### config.mk
export PLATFORM = sky130hd
export DESIGN_NAME = fir_coef_reload_master
export DESIGN_NICKNAME = d
export VERILOG_FILES = /design/src/rtl/fir_coef_reload_master.sv
export SDC_FILE = /design/constraint.sdc
export NUM_CORES = 1
export LEC_CHECK = 0
export ABC_AREA = 1
export CAP_MARGIN = 20
export CORE_ASPECT_RATIO = 0.8
export CORE_UTILIZATION = 50
export CTS_CLUSTER_SIZE = 28
export DETAILED_ROUTE_END_ITERATION = 7
export GPL_TIMING_DRIVEN = 0
export PLACE_DENSITY = 0.66
export SETUP_SLACK_MARGIN = 0.3
export SLEW_MARGIN = 0
export SYNTH_ARGS = -nofsm -noshare
export SYNTH_HDL_FRONTEND = slang
export SYNTH_SLANG_ARGS = --single-unit
### constraint.sdc
create_clock -name aclk -period 4.2 [get_ports aclk]
set_input_delay 0.84 -clock aclk [delete_from_list [all_inputs] [get_ports aclk]]
set_output_delay 0.84 -clock aclk [all_outputs]
set_load 0.05 [all_outputs]
### src/rtl/fir_coef_reload_master.sv
// fir_coef_reload_master: AXI-Stream master that reloads the coefficients of the fir block.
// It keeps a local table of C_NUM_TAPS signed coefficients, which are written through
// coef_wr_*. On start it streams the whole table in index order on m_axis_reload_*,
// sign-extending each entry and raising tlast on the final tap. It then issues one
// all-zero config beat on m_axis_config_* so that the filter adopts the new set.
// Ports:
//   aclk, areset            clock and synchronous active-high reset
//   coef_wr_en/addr/data    table write port, accepted only while idle and in range
//   coef_wr_err             one-cycle pulse when a write is rejected
//   start, busy, done       reload request, in-progress flag, completion pulse
//   m_axis_reload_*         coefficient stream (tvalid/tready/tlast/tdata)
//   m_axis_config_*         config stream (tvalid/tready/tdata, data always zero)
module fir_coef_reload_master #(
  parameter int unsigned C_NUM_TAPS           = 63,
  parameter int unsigned C_COEF_WIDTH         = 16,
  parameter int unsigned C_RELOAD_TDATA_WIDTH = 24,
  parameter int unsigned C_CONFIG_TDATA_WIDTH = 8,
  parameter int unsigned C_ADDR_WIDTH         = 6
) (
  input  logic                            aclk,
  input  logic                            areset,
  input  logic                            coef_wr_en,
  input  logic [C_ADDR_WIDTH-1:0]         coef_wr_addr,
  input  logic [C_COEF_WIDTH-1:0]         coef_wr_data,
  output logic                            coef_wr_err,
  input  logic                            start,
  output logic                            busy,
  output logic                            done,
  output logic                            m_axis_reload_tvalid,
  input  logic                            m_axis_reload_tready,
  output logic                            m_axis_reload_tlast,
  output logic [C_RELOAD_TDATA_WIDTH-1:0] m_axis_reload_tdata,
  output logic                            m_axis_config_tvalid,
  input  logic                            m_axis_config_tready,
  output logic [C_CONFIG_TDATA_WIDTH-1:0] m_axis_config_tdata
);

  localparam logic [C_ADDR_WIDTH:0]   NUM_TAPS = (C_ADDR_WIDTH+1)'(C_NUM_TAPS);
  localparam logic [C_ADDR_WIDTH-1:0] LAST_IDX = C_ADDR_WIDTH'(C_NUM_TAPS - 1);

  typedef enum logic [1:0] {
    S_IDLE,
    S_STREAM,
    S_CONFIG
  } state_t;

  state_t                  state;
  logic [C_ADDR_WIDTH-1:0] idx;
  logic [C_ADDR_WIDTH-1:0] idx_next;
  logic [C_COEF_WIDTH-1:0] coef_mem [C_NUM_TAPS];
  logic                    wr_ok;
  logic [C_COEF_WIDTH-1:0] first_coef;

  // Sign extension of a stored coefficient to the reload stream width.
  function automatic logic [C_RELOAD_TDATA_WIDTH-1:0] sext(input logic [C_COEF_WIDTH-1:0] c);
    return C_RELOAD_TDATA_WIDTH'($signed(c));
  endfunction

  // The table is writable only while idle and only for existing taps.
  assign wr_ok    = coef_wr_en && (state == S_IDLE) && ({1'b0, coef_wr_addr} < NUM_TAPS);
  assign idx_next = idx + C_ADDR_WIDTH'(1);

  // A write to tap 0 in the start cycle must be seen by the first beat, so bypass the table.
  assign first_coef = (wr_ok && (coef_wr_addr == '0)) ? coef_wr_data : coef_mem[0];

  // The config payload carries no information; the fir only needs the beat itself.
  assign m_axis_config_tdata = '0;

  // Coefficient table, deliberately not cleared by reset.
  always_ff @(posedge aclk) begin
    if (!areset && wr_ok) begin
      coef_mem[coef_wr_addr] <= coef_wr_data;
    end
  end

  // Reload sequencer: IDLE -> STREAM -> CONFIG -> IDLE, all outputs registered.
  always_ff @(posedge aclk) begin
    if (areset) begin
      state                <= S_IDLE;
      idx                  <= '0;
      busy                 <= 1'b0;
      done                 <= 1'b0;
      coef_wr_err          <= 1'b0;
      m_axis_reload_tvalid <= 1'b0;
      m_axis_reload_tlast  <= 1'b0;
      m_axis_reload_tdata  <= '0;
      m_axis_config_tvalid <= 1'b0;
    end else begin
      done        <= 1'b0;
      coef_wr_err <= coef_wr_en && !wr_ok;
      case (state)
        S_IDLE: begin
          if (start) begin
            state                <= S_STREAM;
            idx                  <= '0;
            busy                 <= 1'b1;
            m_axis_reload_tvalid <= 1'b1;
            m_axis_reload_tdata  <= sext(first_coef);
            m_axis_reload_tlast  <= (LAST_IDX == '0);
          end
        end
        S_STREAM: begin
          // Load the next tap on the same edge as the handshake for one beat per cycle.
          if (m_axis_reload_tready) begin
            if (m_axis_reload_tlast) begin
              state                <= S_CONFIG;
              m_axis_reload_tvalid <= 1'b0;
              m_axis_reload_tlast  <= 1'b0;
              m_axis_reload_tdata  <= '0;
              m_axis_config_tvalid <= 1'b1;
            end else begin
              idx                 <= idx_next;
              m_axis_reload_tdata <= sext(coef_mem[idx_next]);
              m_axis_reload_tlast <= (idx_next == LAST_IDX);
            end
          end
        end
        S_CONFIG: begin
          if (m_axis_config_tready) begin
            state                <= S_IDLE;
            m_axis_config_tvalid <= 1'b0;
            busy                 <= 1'b0;
            done                 <= 1'b1;
          end
        end
        default: state <= S_IDLE;
      endcase
    end
  end

endmodule

==> results of run 1 <==
cell type report:
class                      instances  area, um2
tap                             1188       1490
multi-input combinational       2494      10800
sequential                      1038      30900
clock inverter                    73        781
inverter                         471       1770
buffer                           243       1230
clock buffer                     118       2610
fill                            7299      36400
timing repair buffer             126       1640
worst min path at each step:
stage               slack (ps)  depth (start not counted)            startpoint                    to
CTS                        490                          2  m_axis_config_tvalid  m_axis_config_tvalid
finish                     480                          2  m_axis_config_tvalid  m_axis_config_tvalid
floorplan                  470                          2                idx[3]                idx[3]
detailed placement         480                          2  m_axis_config_tvalid  m_axis_config_tvalid
global route               500                          2  m_axis_config_tvalid  m_axis_config_tvalid
global placement           450                          2                  busy                  busy
per-layer routing:
layer,up-vias,global-route usage (%),part of all wire (%)
met5,-,0,0
met4,0,8.60,2.7
met3,245,10.1,14
met2,2109,46.7,42
met1,15400,48.6,41
li1,14500,-,-
cells in the final DEF, fill, tap and decap left out, drive strengths merged, types with 3 or more instances in the layout:
cell and n:
clkinv 51, edfxtp 1008, xor2 3, o21ai 65
a21oi 44, bufinv 15, inv 476, dfxtp 30
clkdlybuf4s50 41, buf 267, nand2 1474, nand3 719
conb 8, clkbuf 179, nor2 173
worst reg2reg max path, stage by stage (launching register included):
cell     delay, ps
dfxtp_1        410
inv_1           60
ha_1           300
inv_2          230
buf_2          550
buf_1          930
nand2_1        140
nand3_1        120
nand3_1        200
nand3_1        180
nand3_1        170
nand2_1        100
nand2_1         50
a21oi_1        140
sequential cells by signal (all words and copies together), names as in the netlist:
register,cells
coef_mem,1008
m_axis_reload_tdata,16
idx,6
state,2
busy,1
coef_wr_err,1
done,1
m_axis_config_tvalid,1
m_axis_reload_tlast,1
m_axis_reload_tvalid,1
power by group:
group          switching, uW  internal [uW]
logic                   1630            514
registers               55.0          11400
clock network           4030           5390
total                   5720          17300
cell families (layout without fill, tap and decap cells):
group           after synthesis  count (layout)  synth area share [%]
xor+xnor                      4               4                 0.113
fa+ha+maj                     2               2                0.0564
simple gates               2371            2371                  22.2
compound gates              109             109                  1.23
buf+inv                     715            1031                  6.78
flops                      1038            1038                  69.6
other cells                   1               8               0.00846
metrics by stage:
stage | instances | area, um2 | hold WS, ps | TNS (ps)
6_report | 5751 | 51200 | 479 | 0
5_1_grt | 5751 | 51200 | 499 | 0
4_1_cts | 5748 | 51000 | 486 | 0
3_5_place_dp | 5554 | 47500 | 477 | -403630
3_3_place_gp | 5492 | 46400 | 455 | -1146470
2_1_floorplan | 4247 | 44400 | 472 | 0
timing repair:
action | 4_1_cts | 5_1_grt
buffers inserted | 3 | 4
endpoints found under the setup margin | 465 | 983
gates resized for setup | 15 | 26
pin swaps | 1 | 4
==> out/metrics.cfg, run 1 <==
[outcome]
status=complete, but fails checks
violations=DRC

[synthesis]
yosys.cell_count.top_type=nand2_1
syn-cell-area_um2=44300
yosysTopAreaCell=edfxtp_1
synthTopCellsByCount=nand2_1 (1471), edfxtp_1 (1008), nand3_1 (718)
ys_ff_latch=1038
synthCells=4240
yosys.area.top_type_share_pct=68.3
synth.distinct_cells=29
synth_area_leaders=edfxtp_1 (68%), nand2_1 (12%), nand3_1 (8.1%)
synth_edf_count=1008
seq_area_frac_synth_pct=69.6
async_reset_ff_share_pct=0
ys_warn_count=0
syn_area_per_cell_um2=10.5
synth-main-ff-cell=edfxtp_1

[timing]
fmax_mhz=250
fin_crit_ps=4010
worst_slew_pin_slew_ps=1170
rsz0062_at_grt=true
timing.final.hold_violations=0
fin_crit_sh_pct=95.4
skew_ps=43.6
fin_ws_ps=194
finalSetupViolations=0
slew_viol_final=0
slew_headroom_pct=22.1

[worst_setup_path]
worstReg2RegEnd=m_axis_reload_tdata[1]
critPathSlowestCell=clkdlybuf4s50_1
regToRegStartpoint=idx[1]
critPathBufInv=2
path_max_fanout=11
crit_end=coef_mem[60][15]
r2r_slack_ps=570
setup.worst_path.start=coef_wr_addr[3]
start_kind=input port
path_cells=clkdlybuf4s50_1 > nand3_4 > nor2_1 > nor2_2 > nand2_1 > nor2_1 > nand2_2 > nor2_2 > buf_4
rr_worst_depth=13
critical_path_arrival_ps=4400
path_delay_family=simple AND/OR/NAND/NOR gates
cp.depth=9
end_kind=register
path_class=in2reg
worstPathRequired_ps=4590
max_stage_delay_ps=650

[power]
power.total_uw=23000
powerDensity_nw_per_um2=449
peakVddDrop_v=0.000431
leakagePower_uw=0.0205

[drt]
drc=17
antenna_left=0
routedWlPerCell_um=25.6
vias_per_cell=5.62
first_pass_iters=8
drt_iter0_drc=4897
vias=32300
wl_um=147000

[global_routing]
antenna_found_initial=5
grt_usage_pct=32.8
grt_pass1_vias=29400
grt_max_degree=65
gr-total-overflow=0
grt_pass1_wl_um=207000

[clock_network]
cts.sinks=1038
htree_num_levels=3
numCtsBuffers=102
cts.clk_slew.worst_paths_ps=60
insertion_delay_ps=720
cts_tree=yes
cts-root-buf=clkbuf_16
clk_path_buf_depth=3
cts_hold_repair.buffers=0

[placement]
gp_congestion=0.976
dp_hpwl_um=99800
port_buffers=57
place_ws_ps=-959

[floorplanning]
dieHeight_um=268
die_area_um2=89900
start_util_pct=50.6
ioPinCount=66
rows=97
coreArea_um2=87600
die_w_um=335

[cells_and_area]
utilization_pct=58.5
antenna_cells=0
finalNetCount=4506
drive_above_1_share_pct=10.6
areaGrowthSynthToFinish_pct=15.5

[job]
cap_violations=0

[hold_path]
hp-class=reg2reg

No activity file was read; power rests on OpenSTA's default activity.
==> run 2: changes to the inputs <==
Settings changed: PLACE_DENSITY 0.66 to 0.73, TNS_END_PERCENT set to 5.
==> run 2 against run 1 <==
Against the previous run: the flow now finishes without violations; register-to-register slack lost 300 ps; fmax shrank 3.3%; via count grew 2.4%; sequential cell count is the same; sequential power is essentially flat; core utilization shrank 0.28 points; count of clock-buffer cells in the layout grew 9; global-route usage grew 0.056 points; non-clock buffer count shrank 7; setup slack lost 140 ps; critical endpoint is now coef_mem[4][3].
==> out/metrics.cfg, run 2 (synthesis gave the netlist of run 1 again) <==
[power]
leakagePower_uw=0.0204
swShare_pct=25.3
clockPowerShare_pct=40.0
peakVddDrop_v=0.000385
comb_power_share_pct=9.6
power.total_uw=22700
power.share.sequential_pct=50.4
power.internal_uw=16900
p_sw_uw=5750
powerDensity_nw_per_um2=445

[timing]
fmax_mhz=241
fin_crit_sh_pct=98.6
timing.final.hold_violations=0
worst_slew_pin_slew_ps=1290
rsz0062_at_grt=true
slew_viol_final=0
skew_ps=33.2
slew_headroom_pct=14.2
tns_ps=0
fin_crit_ps=4140
fin_ws_ps=57.9
finalSetupViolations=0

[global_routing]
grt_usage_pct=32.8
grt_max_degree=65
gr-total-overflow=0
antenna_found_initial=5
grt_pass1_vias=30800
grt_pass1_wl_um=208000

[drt]
vias_per_cell=5.76
wl_um=147000
routedWlPerCell_um=25.7
first_pass_iters=6
drt_iter0_drc=5202
vias=33100
drc=0
antenna_left=0

[hold_path]
worst_hold_path.endpoint=busy
hp-start=busy
hp-class=reg2reg
holdPathStages=2

[cells_and_area]
regMostFlops=coef_mem
areaGrowthSynthToFinish_pct=15.0
finalNetCount=4498
utilization_pct=58.2
fillers=7136
drive_above_1_share_pct=10.4
final_cell_mix=nand2_1 (1468), edfxtp_1 (1008), nand3_1 (714), inv_1 (467), buf_2 (141)
layout_commonest_cell=nand2_1
largest_reg_flops=1008
reg_top3=coef_mem: 1008 flops, m_axis_reload_tdata: 16 flops, idx: 6 flops
instances_no_fill=5744

[worst_setup_path]
worstReg2RegEnd=m_axis_reload_tdata[4]
critPathSlowestCell=clkdlybuf4s50_1
worstPathRequired_ps=4610
r2r_slack_ps=270
regToRegStartpoint=idx[1]
max_stage_delay_ps=700
start_kind=input port
path_max_fanout=11
critical_path_arrival_ps=4550
rr_worst_depth=12
path_cells=clkdlybuf4s50_1 > nand3_2 > nor2_1 > nor2_2 > nand2_1 > nor2_1 > nand2_2 > nor2_2 > buf_8
path_class=in2reg
end_kind=register
path_delay_family=simple AND/OR/NAND/NOR gates
critPathBufInv=2

[placement]
placedCellCount=5549
gp_congestion=1.07
dp_hpwl_um=98400
place_ws_ps=-899
port_buffers=57

[clock_network]
cts-root-buf=clkbuf_16
cts.sinks=1038
cts_tree=yes
clk_path_buf_depth=3
insertion_delay_ps=720
htree_num_levels=3
cts.clk_slew.worst_paths_ps=60
numCtsBuffers=101

[floorplanning]
die_area_um2=89900
ioPinCount=66
die_w_um=335
start_util_pct=50.6
rows=97
coreArea_um2=87600
dieHeight_um=268

[outcome]
status=completed

[job]
cap_violations=0

[run 2: worst reg2reg max path: cells and delay by family (launching register included)]
family	cells	cell delay [ps]
compound gates	1	140
simple gates	7	1040
flops	1	420
buf+inv	3	1940
fa+ha+maj	1	320
[run 2: routing by layer]
layer  vias to the layer above  routed length, um  track usage, %
met1                     15800              56300            45.8
li1                      14500                  -               -
met5                         -                 30               0
met3                       359              21200            8.96
met2                      2415              63500            49.0
met4                         6               6440            13.1
[run 2: how the worst max path moves through the flow]
| stage | from | endpoint | slack, ps | cells after the start |
|---|---|---|---|---|
| global placement | coef_wr_addr[4] | coef_mem[11][14] | -1420 | 8 |
| detailed placement | coef_wr_addr[5] | coef_mem[38][9] | -900 | 8 |
| CTS | coef_wr_addr[5] | coef_mem[58][9] | -20 | 9 |
| floorplan | coef_wr_addr[4] | coef_mem[14][0] | 1430 | 7 |
| finish | coef_wr_addr[4] | coef_mem[4][3] | 60 | 9 |
| global route | coef_wr_addr[4] | coef_mem[42][8] | -30 | 9 |
[run 2: final cells by class]
cell class | count | area [um2] | share of cell area, %
tap | 1188 | 1490 | 2.92
sequential | 1038 | 30900 | 60.6
clock buffer | 127 | 2650 | 5.19
buffer | 243 | 1230 | 2.42
clock inverter | 63 | 611 | 1.20
inverter | 471 | 1770 | 3.47
antenna | 1 | 2.50 | 0.00491
multi-input combinational | 2494 | 10800 | 21.2
timing repair buffer | 119 | 1540 | 3.01
[run 2: per-stage QoR]
step           hold slack, ps  instance area [um2]
2_1_floorplan             472                44400
3_3_place_gp              457                46400
3_5_place_dp              456                47400
4_1_cts                   472                50800
5_1_grt                   525                51000
6_report                  472                51000
[run 2: power by group through the flow]
stage / clock network, uW / logic (uW) / registers (uW)
after floorplan: 0 / 1030 / 11700
after global placement: 0 / 2020 / 11700
after detailed placement: 0 / 2070 / 11700
after CTS: 9080 / 2090 / 11400
after global routing: 9460 / 2270 / 11400
final: 9090 / 2170 / 11400
[run 2: what timing repair did]
| item | CTS | global route |
|---|---|---|
| gates cloned | 0 | 0 |
| endpoints found under the hold margin | 0 | 0 |
| resized for setup | 20 | 25 |
| pin swaps | 5 | 5 |
| hold buffers | 0 | 0 |
| endpoints found under the setup margin | 609 | 998 |
| setup buffers | 1 | 4 |
